$ cat src/rtl/multi_cycle_ctrl.sv
// ============================================================================
// Module      : multi_cycle_ctrl
// Description : Multi-cycle MIPS control FSM (IF/DCD/EXE/MEM/WB) with a
//               memory wait counter for IF and MEM.
// Revision    : 1.0  initial release
// ============================================================================
`default_nettype none

module multi_cycle_ctrl #(
  parameter int MEM_LAT = 1
) (
  input  logic       clk,
  input  logic       rst,
  input  logic [5:0] op,
  input  logic [5:0] funct,
  input  logic       zero,
  output logic       pcWrite,
  output logic       irWrite,
  output logic       regWrite,
  output logic       memWrite,
  output logic [1:0] extOp,
  output logic [2:0] aluOp,
  output logic       aluSrcB,
  output logic [1:0] regDst,
  output logic [1:0] memToReg,
  output logic [1:0] npcOp,
  output logic [2:0] state
);

  localparam int              c_cw   = (MEM_LAT > 1) ? $clog2(MEM_LAT) : 1;
  localparam logic [c_cw-1:0] c_last = c_cw'(MEM_LAT - 1);

  localparam logic [5:0] c_op_rtype = 6'b000000;
  localparam logic [5:0] c_op_j     = 6'b000010;
  localparam logic [5:0] c_op_jal   = 6'b000011;
  localparam logic [5:0] c_op_beq   = 6'b000100;
  localparam logic [5:0] c_op_addiu = 6'b001001;
  localparam logic [5:0] c_op_ori   = 6'b001101;
  localparam logic [5:0] c_op_lui   = 6'b001111;
  localparam logic [5:0] c_op_lw    = 6'b100011;
  localparam logic [5:0] c_op_sw    = 6'b101011;
  localparam logic [5:0] c_fn_addu  = 6'b100001;
  localparam logic [5:0] c_fn_subu  = 6'b100011;
  localparam logic [5:0] c_fn_slt   = 6'b101010;
  localparam logic [5:0] c_fn_jr    = 6'b001000;

  typedef enum logic [2:0] {
    S_IF  = 3'd0,
    S_DCD = 3'd1,
    S_EXE = 3'd2,
    S_MEM = 3'd3,
    S_WB  = 3'd4
  } state_t;

  state_t          r_state, w_next;
  logic [c_cw-1:0] r_cnt;

  logic w_last, w_rtype, w_r_alu, w_jr, w_i_alu, w_lw, w_sw, w_beq, w_supported;

  assign w_last  = (r_cnt == c_last);
  assign w_rtype = (op == c_op_rtype);
  assign w_r_alu = w_rtype && (funct == c_fn_addu || funct == c_fn_subu || funct == c_fn_slt);
  assign w_jr    = w_rtype && (funct == c_fn_jr);
  assign w_i_alu = (op == c_op_ori) || (op == c_op_addiu) || (op == c_op_lui);
  assign w_lw    = (op == c_op_lw);
  assign w_sw    = (op == c_op_sw);
  assign w_beq   = (op == c_op_beq);
  assign w_supported = w_r_alu || w_i_alu || w_lw || w_sw || w_beq;

  always_ff @(posedge clk) begin
    if (rst) begin
      r_state <= S_IF;
      r_cnt   <= '0;
    end else begin
      r_state <= w_next;
      if (w_next != r_state)
        r_cnt <= '0;
      else if (r_state == S_IF || r_state == S_MEM)
        r_cnt <= r_cnt + c_cw'(1);
    end
  end

  always_comb begin
    w_next   = r_state;
    pcWrite  = 1'b0;
    irWrite  = 1'b0;
    regWrite = 1'b0;
    memWrite = 1'b0;
    extOp    = 2'b00;
    aluOp    = 3'b000;
    aluSrcB  = 1'b0;
    regDst   = 2'b00;
    memToReg = 2'b00;
    npcOp    = 2'b00;
    state    = r_state;
    case (r_state)
      S_IF: begin
        if (w_last) begin
          irWrite = 1'b1;
          pcWrite = 1'b1;
          w_next  = S_DCD;
        end
      end
      S_DCD: begin
        w_next = S_IF;
        if (op == c_op_j || op == c_op_jal) begin
          pcWrite = 1'b1;
          npcOp   = 2'b10;
          if (op == c_op_jal) begin
            regWrite = 1'b1;
            regDst   = 2'b10;
            memToReg = 2'b10;
          end
        end else if (w_jr) begin
          pcWrite = 1'b1;
          npcOp   = 2'b11;
        end else if (w_supported) begin
          w_next = S_EXE;
        end
      end
      S_EXE: begin
        w_next = S_IF;
        if (w_r_alu) begin
          aluOp  = (funct == c_fn_subu) ? 3'b001 : (funct == c_fn_slt) ? 3'b011 : 3'b000;
          w_next = S_WB;
        end else if (op == c_op_ori) begin
          aluOp   = 3'b010;
          aluSrcB = 1'b1;
          w_next  = S_WB;
        end else if (op == c_op_addiu) begin
          aluSrcB = 1'b1;
          extOp   = 2'b01;
          w_next  = S_WB;
        end else if (op == c_op_lui) begin
          aluOp   = 3'b100;
          aluSrcB = 1'b1;
          extOp   = 2'b10;
          w_next  = S_WB;
        end else if (w_lw || w_sw) begin
          aluSrcB = 1'b1;
          extOp   = 2'b01;
          w_next  = S_MEM;
        end else if (w_beq) begin
          aluOp   = 3'b001;
          extOp   = 2'b01;
          npcOp   = 2'b01;
          pcWrite = zero;
        end
      end
      S_MEM: begin
        if (w_last) begin
          memWrite = w_sw;
          w_next   = w_lw ? S_WB : S_IF;
        end
      end
      S_WB: begin
        regWrite = 1'b1;
        regDst   = w_rtype ? 2'b01 : 2'b00;
        memToReg = w_lw ? 2'b01 : 2'b00;
        w_next   = S_IF;
      end
      default: w_next = S_IF;
    endcase
    // Reset silences every output immediately, not just after the edge.
    if (rst) begin
      pcWrite  = 1'b0;
      irWrite  = 1'b0;
      regWrite = 1'b0;
      memWrite = 1'b0;
      extOp    = 2'b00;
      aluOp    = 3'b000;
      aluSrcB  = 1'b0;
      regDst   = 2'b00;
      memToReg = 2'b00;
      npcOp    = 2'b00;
      state    = 3'd0;
    end
  end

endmodule

`default_nettype wire

$ cat config.mk
export PLATFORM = sky130hd
export DESIGN_NAME = multi_cycle_ctrl
export DESIGN_NICKNAME = d
export VERILOG_FILES = /design/src/rtl/multi_cycle_ctrl.sv
export SDC_FILE = /design/constraint.sdc
export NUM_CORES = 1
export LEC_CHECK = 0
export ABC_AREA = 1
export BUFFER_PORTS_ARGS = -buffer_cell sky130_fd_sc_hd__buf_2
export CAP_MARGIN = 0
export CORE_UTILIZATION = 38
export CTS_CLUSTER_DIAMETER = 200
export CTS_CLUSTER_SIZE = 28
export DETAILED_ROUTE_END_ITERATION = 8
export PLACE_DENSITY = 0.78
export SYNTH_ARGS = -nofsm -noshare
export SYNTH_HDL_FRONTEND = slang
export SYNTH_SLANG_ARGS = --single-unit
$ cat constraint.sdc
create_clock -name clk -period 1.35 [get_ports clk]
set_input_delay 0.0675 -clock clk [delete_from_list [all_inputs] [get_ports clk]]
set_output_delay 0.0675 -clock clk [all_outputs]
set_load 0.05 [all_outputs]
==> results of run 1 <==
==> sequential cells by signal, indices dropped and copies added (netlist names) <==
| register | count |
|---|---|
| r_cnt | 1 |
| r_state | 3 |
==> where the power goes <==
part	total (mW)	switching [mW]	internal, mW
combinational	0.169	0.109	0.0595
clock	0.177	0.0755	0.101
sequential	0.122	0.00424	0.118
==> worst max-delay path, delay by kind of cell, from the launching register on <==
kind,cells,cell delay [ps]
simple gates,4,500
buf+inv,2,270
flops,1,350
==> synthesized netlist by cell type (all sizes together) <==
| cell type | instances | area share, % |
|---|---|---|
| a21boi | 1 | 1.3 |
| nor4 | 2 | 2.2 |
| conb | 1 | 0.65 |
| nand4 | 1 | 1.1 |
| or2 | 1 | 1.1 |
| nor2 | 25 | 19 |
| a21oi | 7 | 6.8 |
| nand3 | 12 | 11 |
| nand2 | 27 | 20 |
| nor3 | 4 | 3.5 |
| clkbuf | 1 | 0.65 |
| dfxtp | 4 | 14 |
| inv | 21 | 14 |
| buf | 2 | 2.6 |
| o21ai | 3 | 2.6 |
==> area by class of cell <==
cell class	instances	share of cell area, %
multi-input cells	84	49.4
inverters	21	7.46
flip-flops and latches	4	7.89
clock buffers	3	1.95
well taps	15	1.62
repair buffers	45	31.7
==> cell families (layout without fill, tap and decap cells) <==
kind of cell           Yosys count  in the layout  share of synthesized area [%]
AND/OR/NAND/NOR                 72             72                           57.6
buffers and inverters           24             69                           17.0
AO/OA/AOI/OAI                   11             11                           10.7
other                            1              1                          0.654
flip-flops                       4              4                           14.0
==> metal layers <==
layer  up-vias  part of all wire [%]  GRT usage, %
met5         -                     0             0
li1        438                     -             -
met4         0                   5.3             0
met2        45                    51          51.2
met3        11                   5.8          3.26
met1       393                    38          28.9
==> worst max-delay path by stage <==
stage / slack (ps) / endpoint / depth (start not counted) / from
global placement: 60 / aluOp[2] / 5 / r_state[1]
detailed placement: 30 / aluOp[2] / 5 / r_state[1]
global route: -150 / aluOp[2] / 6 / r_state[2]
finish: -100 / aluOp[2] / 6 / r_state[0]
CTS: -80 / pcWrite / 8 / r_state[0]
floorplan: -180 / extOp[1] / 6 / r_state[0]
==> repair_timing <==
action	CTS	global route
setup endpoints to repair	16	16
gates cloned	0	0
hold buffers	0	0
pin swaps	8	4
setup buffers	2	3
hold endpoints to repair	0	0
gates resized for setup	44	17
==> metrics, run 1 <==
area post-placement ~900 um2; via density per instance 5.16; synthesized area per cell slightly above 5 um2; fin. max-slew vios 0; clk slew on worst S/H paths 50 ps; total wire length approximately 2200 um; DIE HEIGHT ~41 um; Final GP Congestion roughly 0.76; worst reg2reg path endpoint r_state[1]; startpoint types flop; clock root cell clkbuf_4; Final Skew between 7 and 8 ps; Post-Syn Nets around 130; Antenna Nets Post-Route 0; worst hold path depth 4; port bufs 33; Clock Tree Buf Depth 2; CTS buffer count 3; final setup margin -104 ps; multi-input logic area around 570 um2; HP Class input port to flop; CP peak stage delay 350 ps; worst-path cell chain inv_4 -> nand3_4 -> nor2_4 -> nand2_4 -> nor3_4 -> buf_6; Synth Register Bits 4; post-synthesis sequential area ratio between 10% and 20%; Initial Utilization approximately 42%; final hold viol count 0; non-filler cells, final ~170; Worst Hold End r_state[2]; CORE AREA ~1400 um2; antenna violations before repair 0; Layout area overhead 102%; WHS between 150 and 200 ps; power per cell area a little over 400 nW/um2; crit-path max FO 3; failing checks setup timing; Worst IR Drop VDD 0.261 mV; count of maximum capacitance violations 0; Synth Cell Area around 570 um2; leak pwr between 0.5 and 0.6 nW; clk sinks 4; row cnt 13; share of cells above drive strength 1 between 50% and 60%; Placement Setup Slack 27.7 ps; synth warn 0; Die W approximately 40 um; Setup crit end kind output pin; Residual DRC 0; DP Wirelength around 1400 um; minimum clock period 1450 ps; global route total overflow 0; Reg2Reg Setup Slack approximately 170 ps; most frequent cells in the layout nand2_1, buf_2, inv_1, nor2_1, buf_4; CP arrival 1390 ps; clock latency on the worst-skew pair approximately 260 ps; setup violators final 13; FF+latch area 91.3 um2; Setup Total Neg Slack -703 ps; WS Path Type flop to output pin; Nets approximately 170; Power, Total around 0.47 mW; diodes inserted 0; I/O pin total 34; DR vias 887; RSZ-0062 raised after global routing yes; DR pass1 iterations 4; CTS tree built; post-layout instance area approximately 1200 um2; number of filler instances in the final layout between 70 and 80; min-delay src op[3]; CP max stage cell dfxtp_4; DR WL/cell approximately 13 um; largest net degree at the start of global routing 10; Period Utilization, post-route 108%; vias in the first global route approximately 720; area of the die between 1500 and 2000 um2; initial DRC count 23; placed insts 164; r2r startpoint r_state[0]; r2r worst-path depth 7; first-pass GRT wire length around 2900 um; final core occ 85.7%; post-synth cell types 22; outcome finished with violations; critical path required time approximately 1300 ps; max frequency 0.688 GHz; H-tree depth 1; Mapped Cells about 110; Total GRT Usage about a quarter
(Power assumes the default switching activity.)
==> run 2: changes to the inputs <==
--- a/config.mk
+++ b/config.mk
@@ -8,11 +8,11 @@
 export ABC_AREA = 1
 export BUFFER_PORTS_ARGS = -buffer_cell sky130_fd_sc_hd__buf_2
 export CAP_MARGIN = 0
-export CORE_UTILIZATION = 38
+export CORE_UTILIZATION = 40
 export CTS_CLUSTER_DIAMETER = 200
 export CTS_CLUSTER_SIZE = 28
 export DETAILED_ROUTE_END_ITERATION = 8
-export PLACE_DENSITY = 0.78
+export PLACE_DENSITY = 0.82
 export SYNTH_ARGS = -nofsm -noshare
 export SYNTH_HDL_FRONTEND = slang
 export SYNTH_SLANG_ARGS = --single-unit
==> metrics, run 2 (synthesis gave the netlist of run 1 again) <==
clock root cell clkbuf_4; DR WL/cell 11.8 um (-7.7%); failing checks setup timing; initial DRC count 9 (-61%); Top reg by flops r_state; critical path required time 1280 ps (about the same); leak pwr 0.561 nW (-6.2%); first-pass GRT wire length 2810 um (-1.9%); Critical path destination aluOp[2]; CP peak stage delay 360 ps (about the same); Nets 171 (-1.7%); Final Skew 2.90 ps (-5.00 ps); Layout area overhead 92.6%; clock latency on the worst-skew pair 240 ps (-20 ps); r2r worst-path depth 5 (-2); CP startpoint r_state[2]; HP Class input port to flop; I/O pin total 34 (unchanged); diodes inserted 0 (unchanged); Setup Total Neg Slack -435 ps (+268 ps); clk slew on worst S/H paths 40 ps (about the same); row cnt 13 (unchanged); r2r startpoint r_state[2]; Initial Utilization 43.5% (+1.0 points); number of filler instances in the final layout 88 (+11%); global route total overflow 0 (unchanged); total wire length 1990 um (-9.3%); largest net degree at the start of global routing 10 (unchanged); CP arrival 1370 ps (-20 ps); port bufs 33 (unchanged); min-delay src rst; Power, Total 0.432 mW (-7.4%); startpoint types flop; delay-heaviest family, CP simple AND/OR/NAND/NOR gates; max reg flops 3 (unchanged); CORE AREA 1320 um2 (-2.4%); Die W 39.9 um (-2.4%); Antenna Nets Post-Route 0 (unchanged); DR pass1 iterations 4 (unchanged); Reg2Reg Setup Slack 320 ps (+150 ps); final hold viol count 0 (unchanged); worst-path cell chain inv_6 -> nand3_4 -> nor2_4 -> nand2_4 -> nor3_4 -> buf_6; crit-path max FO 4 (+1); minimum clock period 1440 ps (-17.6 ps); share of cells above drive strength 1 55.2% (-4.0 points); Final GP Congestion 0.822 (+8.0%); # hold bufs at CTS 0 (unchanged); vias in the first global route 738 (+2.2%); Residual DRC 0 (unchanged); area of the die 1590 um2 (-4.8%); Total GRT Usage 27.2% (+1.9 points); outcome finished with violations; Clock Tree Buf Depth 2 (unchanged); power per cell area 392 nW/um2 (-2.9%); Top Registers r_state x3, r_cnt x1; via density per instance 5.05 (-2.0%); final setup margin -86.2 ps (+17.6 ps); Worst path depth 6 (unchanged); WS Path Type flop to output pin; DIE HEIGHT 39.9 um (-2.4%); DR vias 854 (-3.7%); H-tree depth 1 (unchanged); Worst IR Drop VDD 0.286 mV (+9.7%); final core occ 83.8% (-2.0 points); fin. max-slew vios 0 (unchanged); clk sinks 4 (unchanged); worst hold path depth 2 (-2); worst reg2reg path endpoint r_state[1]; RSZ-0062 raised after global routing yes; most frequent cells in the layout nand2_1, inv_1, nor2_1, buf_2, buf_6; setup violators final 10 (-3); CTS tree built; commonest non-fill, non-tap cell in the layout nand2_1; antenna violations before repair 0 (unchanged); Setup crit end kind output pin; Buf+Inv Stages, Crit Path 2 (unchanged); count of maximum capacitance violations 0 (unchanged); CP max stage cell dfxtp_4; CTS buffer count 3 (unchanged); Period Utilization, post-route 106% (-1.3 points); max frequency 0.696 GHz (+1.2%); DP Wirelength 1430 um (+1.9%)
-- run 2: cell types whose count changed in the layout (fill, tap and decap cells not counted), moves of 2 or more --
cell,change
buf_8,-4
buf_6,+5
buf_4,-4
nand3_1,+2
nand3_2,-2
-- run 2: routing by layer --
layer | global-route usage [%] | vias up | wire [um]
li1 | - | 437 | -
met2 | 58.2 | 35 | 1100
met1 | 24.0 | 378 | 789
met4 | 8.62 | 0 | 22
met5 | 0 | - | 0
met3 | 5.11 | 4 | 78
-- run 2: layout make-up --
type	instances	area [um2]	share of cell area, %
timing repair buffer	42	333	30.2
multi-input combinational	84	554	50.2
inverter	21	86.3	7.82
clock buffer	3	22.5	2.04
tap	15	18.8	1.70
sequential	4	88.8	8.05
-- run 2: report_power, final --
part	internal, mW	total [mW]	switching, mW
registers	0.119	0.123	0.00420
logic	0.0535	0.155	0.101
clock network	0.0998	0.154	0.0546
total	0.272	0.432	0.160
-- run 2: per-stage QoR --
stage	std cells	hold slack (ps)	area, um2	setup WS, ps
3_5_place_dp	164	402	902	22.1
2_1_floorplan	112	205	688	-178
3_3_place_gp	164	401	902	57.6
4_1_cts	168	153	1060	-65.4
6_report	169	162	1100	-86.2
5_1_grt	169	153	1100	-153
-- run 2: worst register-to-register path, stage by stage, from the launching register on --
cell and delay (ps):
dfxtp_4 360, nor3_4 210, buf_4 150, buf_4 100
nand2_2 50, a21oi_2 100
-- run 2: worst min-delay path by stage --
stage,end,slack (ps)
floorplan,memWrite,200
global placement,r_state[1],400
detailed placement,r_state[1],400
CTS,r_state[1],150
global route,r_state[1],150
finish,r_state[1],160
-- run 2: timing repair --
item | in CTS | in global routing
gates resized for setup | 42 | 9
buffers inserted | 1 | 1
endpoints found under the setup margin | 16 | 16
hold endpoints to repair | 0 | 0
pin swaps | 3 | 1
==> run 3: changes to the inputs <==
--- a/config.mk
+++ b/config.mk
@@ -12,7 +12,7 @@
 export CTS_CLUSTER_DIAMETER = 200
 export CTS_CLUSTER_SIZE = 28
 export DETAILED_ROUTE_END_ITERATION = 8
-export PLACE_DENSITY = 0.82
+export PLACE_DENSITY = 0.74
 export SYNTH_ARGS = -nofsm -noshare
 export SYNTH_HDL_FRONTEND = slang
 export SYNTH_SLANG_ARGS = --single-unit
==> metrics, run 3 (synthesis gave the netlist of run 1 again) <==
most frequent cells in the layout nand2_1, inv_1, buf_2; clk slew on worst S/H paths 40 ps (about the same); HP Class input port to flop; Residual DRC 0 (unchanged); number of filler instances in the final layout 79 (-10%); power per cell area 384 nW/um2 (-2.0%); RSZ-0062 raised after global routing yes; critical path required time 1280 ps (about the same); Nets 174 (+1.8%); total wire length 2070 um (+4.4%); Top reg by flops r_state; Worst IR Drop VDD 0.248 mV (-13%); DR pass1 iterations 4 (unchanged); final hold viol count 0 (unchanged); row cnt 13 (unchanged); DR WL/cell 12.1 um (+2.6%); crit-path max FO 4 (unchanged); CP max stage cell dfxtp_4; post-layout instance area 1140 um2 (+3.6%); via density per instance 5.13 (+1.5%); global route total overflow 0 (unchanged); # hold bufs at CTS 0 (unchanged); Reg2Reg Setup Slack 220 ps (-100 ps); max reg flops 3 (unchanged); Setup Total Neg Slack -592 ps (-157 ps); area of the die 1590 um2 (unchanged); FF+latch area 91.3 um2 (+2.8%); CTS tree built; failing checks setup timing; Setup crit end kind output pin; largest net degree at the start of global routing 10 (unchanged); vias in the first global route 745 (+0.95%); H-tree depth 1 (unchanged); count of maximum capacitance violations 0 (unchanged); CP peak stage delay 350 ps (about the same); WS Path Type flop to output pin; Die W 39.9 um (unchanged); DIE HEIGHT 39.9 um (unchanged); Power, Total 0.439 mW (+1.6%); Period Utilization, post-route 108% (+2.0 points); first-pass GRT wire length 3050 um (+8.6%); port bufs 33 (unchanged); minimum clock period 1460 ps (+27.3 ps); commonest non-fill, non-tap cell in the layout nand2_1; clk sinks 4 (unchanged); CTS buffer count 3 (unchanged); clock root cell clkbuf_4; leak pwr 0.581 nW (+3.5%); DR vias 882 (+3.3%); Antenna Nets Post-Route 0 (unchanged); final setup margin -114 ps (-27.3 ps); DP Wirelength 1520 um (+6.1%); delay-heaviest family, CP simple AND/OR/NAND/NOR gates; I/O pin total 34 (unchanged); Layout area overhead 99.6%; antenna violations before repair 0 (unchanged); area post-placement 902 um2 (unchanged); initial DRC count 26 (+17); Initial Utilization 43.5% (unchanged); critical path's most frequent cell nand2_1; Final Skew 6.28 ps (+3.38 ps); CP arrival 1400 ps (+30 ps); fin. max-slew vios 0 (unchanged); share of cells above drive strength 1 58.0% (+2.8 points); Total GRT Usage 29.1% (+1.9 points); WHS 168 ps (+6.15 ps); CORE AREA 1320 um2 (unchanged); outcome finished with violations; clock latency on the worst-skew pair 240 ps (about the same); diodes inserted 0 (unchanged); max frequency 0.683 GHz (-1.9%); Buf+Inv Stages, Crit Path 3 (+1); startpoint types flop; Final GP Congestion 0.771 (-6.2%); multi-input logic area 558 um2 (+0.68%); Top Registers r_state x3, r_cnt x1; worst-path cell chain inv_4 -> nand3_4 -> nor2_1 -> nand2_1 -> nand3_1 -> nand2_1 -> inv_1 -> buf_6; Clock Tree Buf Depth 2 (unchanged); setup violators final 10 (unchanged)
==> run 3: layer usage <==
metal / GRT usage (%) / up-vias / wire length (um)
met5: 0 / - / 0
met3: 5.68 / 9 / 82
met2: 53.3 / 49 / 1090
met4: 9.48 / 0 / 81
met1: 32.9 / 381 / 816
li1: - / 443 / -
==> run 3: repair_timing <==
action                                  in CTS  in global routing
endpoints found under the setup margin      16                 16
setup buffers                                2                  3
resized for setup                           42                 15
pin swaps                                    2                  2
==> run 3: through the flow <==
stage | utilization, % | instances | worst slack (ps)
2_1_floorplan | - | 112 | -178
5_1_grt | 86.8 | 172 | -180
4_1_cts | 81.2 | 169 | -57.0
6_report | 86.8 | 172 | -114
3_5_place_dp | 68.5 | 164 | -1.69
3_3_place_gp | 68.5 | 164 | 56.0
==> run 3: area by class of cell <==
type,count,share of cell area [%]
tap,15,1.64
clock buffer,3,1.97
sequential,4,7.99
multi-input combinational,84,48.8
inverter,21,7.55
timing repair buffer,45,32.1
==> run 3: final timing paths <==
kind	to	depth (start not counted)	from
min	r_state[1]	2	rst
max	pcWrite	8	r_state[0]
min reg2reg	r_state[1]	2	r_cnt
max reg2reg	r_state[0]	6	r_state[2]
==> run 3: worst register-to-register path, stage by stage (launching register included) <==
cell     delay, ps
dfxtp_4        380
inv_6           50
nand3_1         90
inv_2           50
buf_4          130
a21oi_1        220
a21oi_1        100
==> run 3: power by group <==
part	total [mW]	switching [mW]	leakage (nW)	internal [mW]
clock network	0.155	0.0549	0.0138	0.0998
registers	0.123	0.00451	0.0351	0.118
logic	0.162	0.104	0.532	0.0577
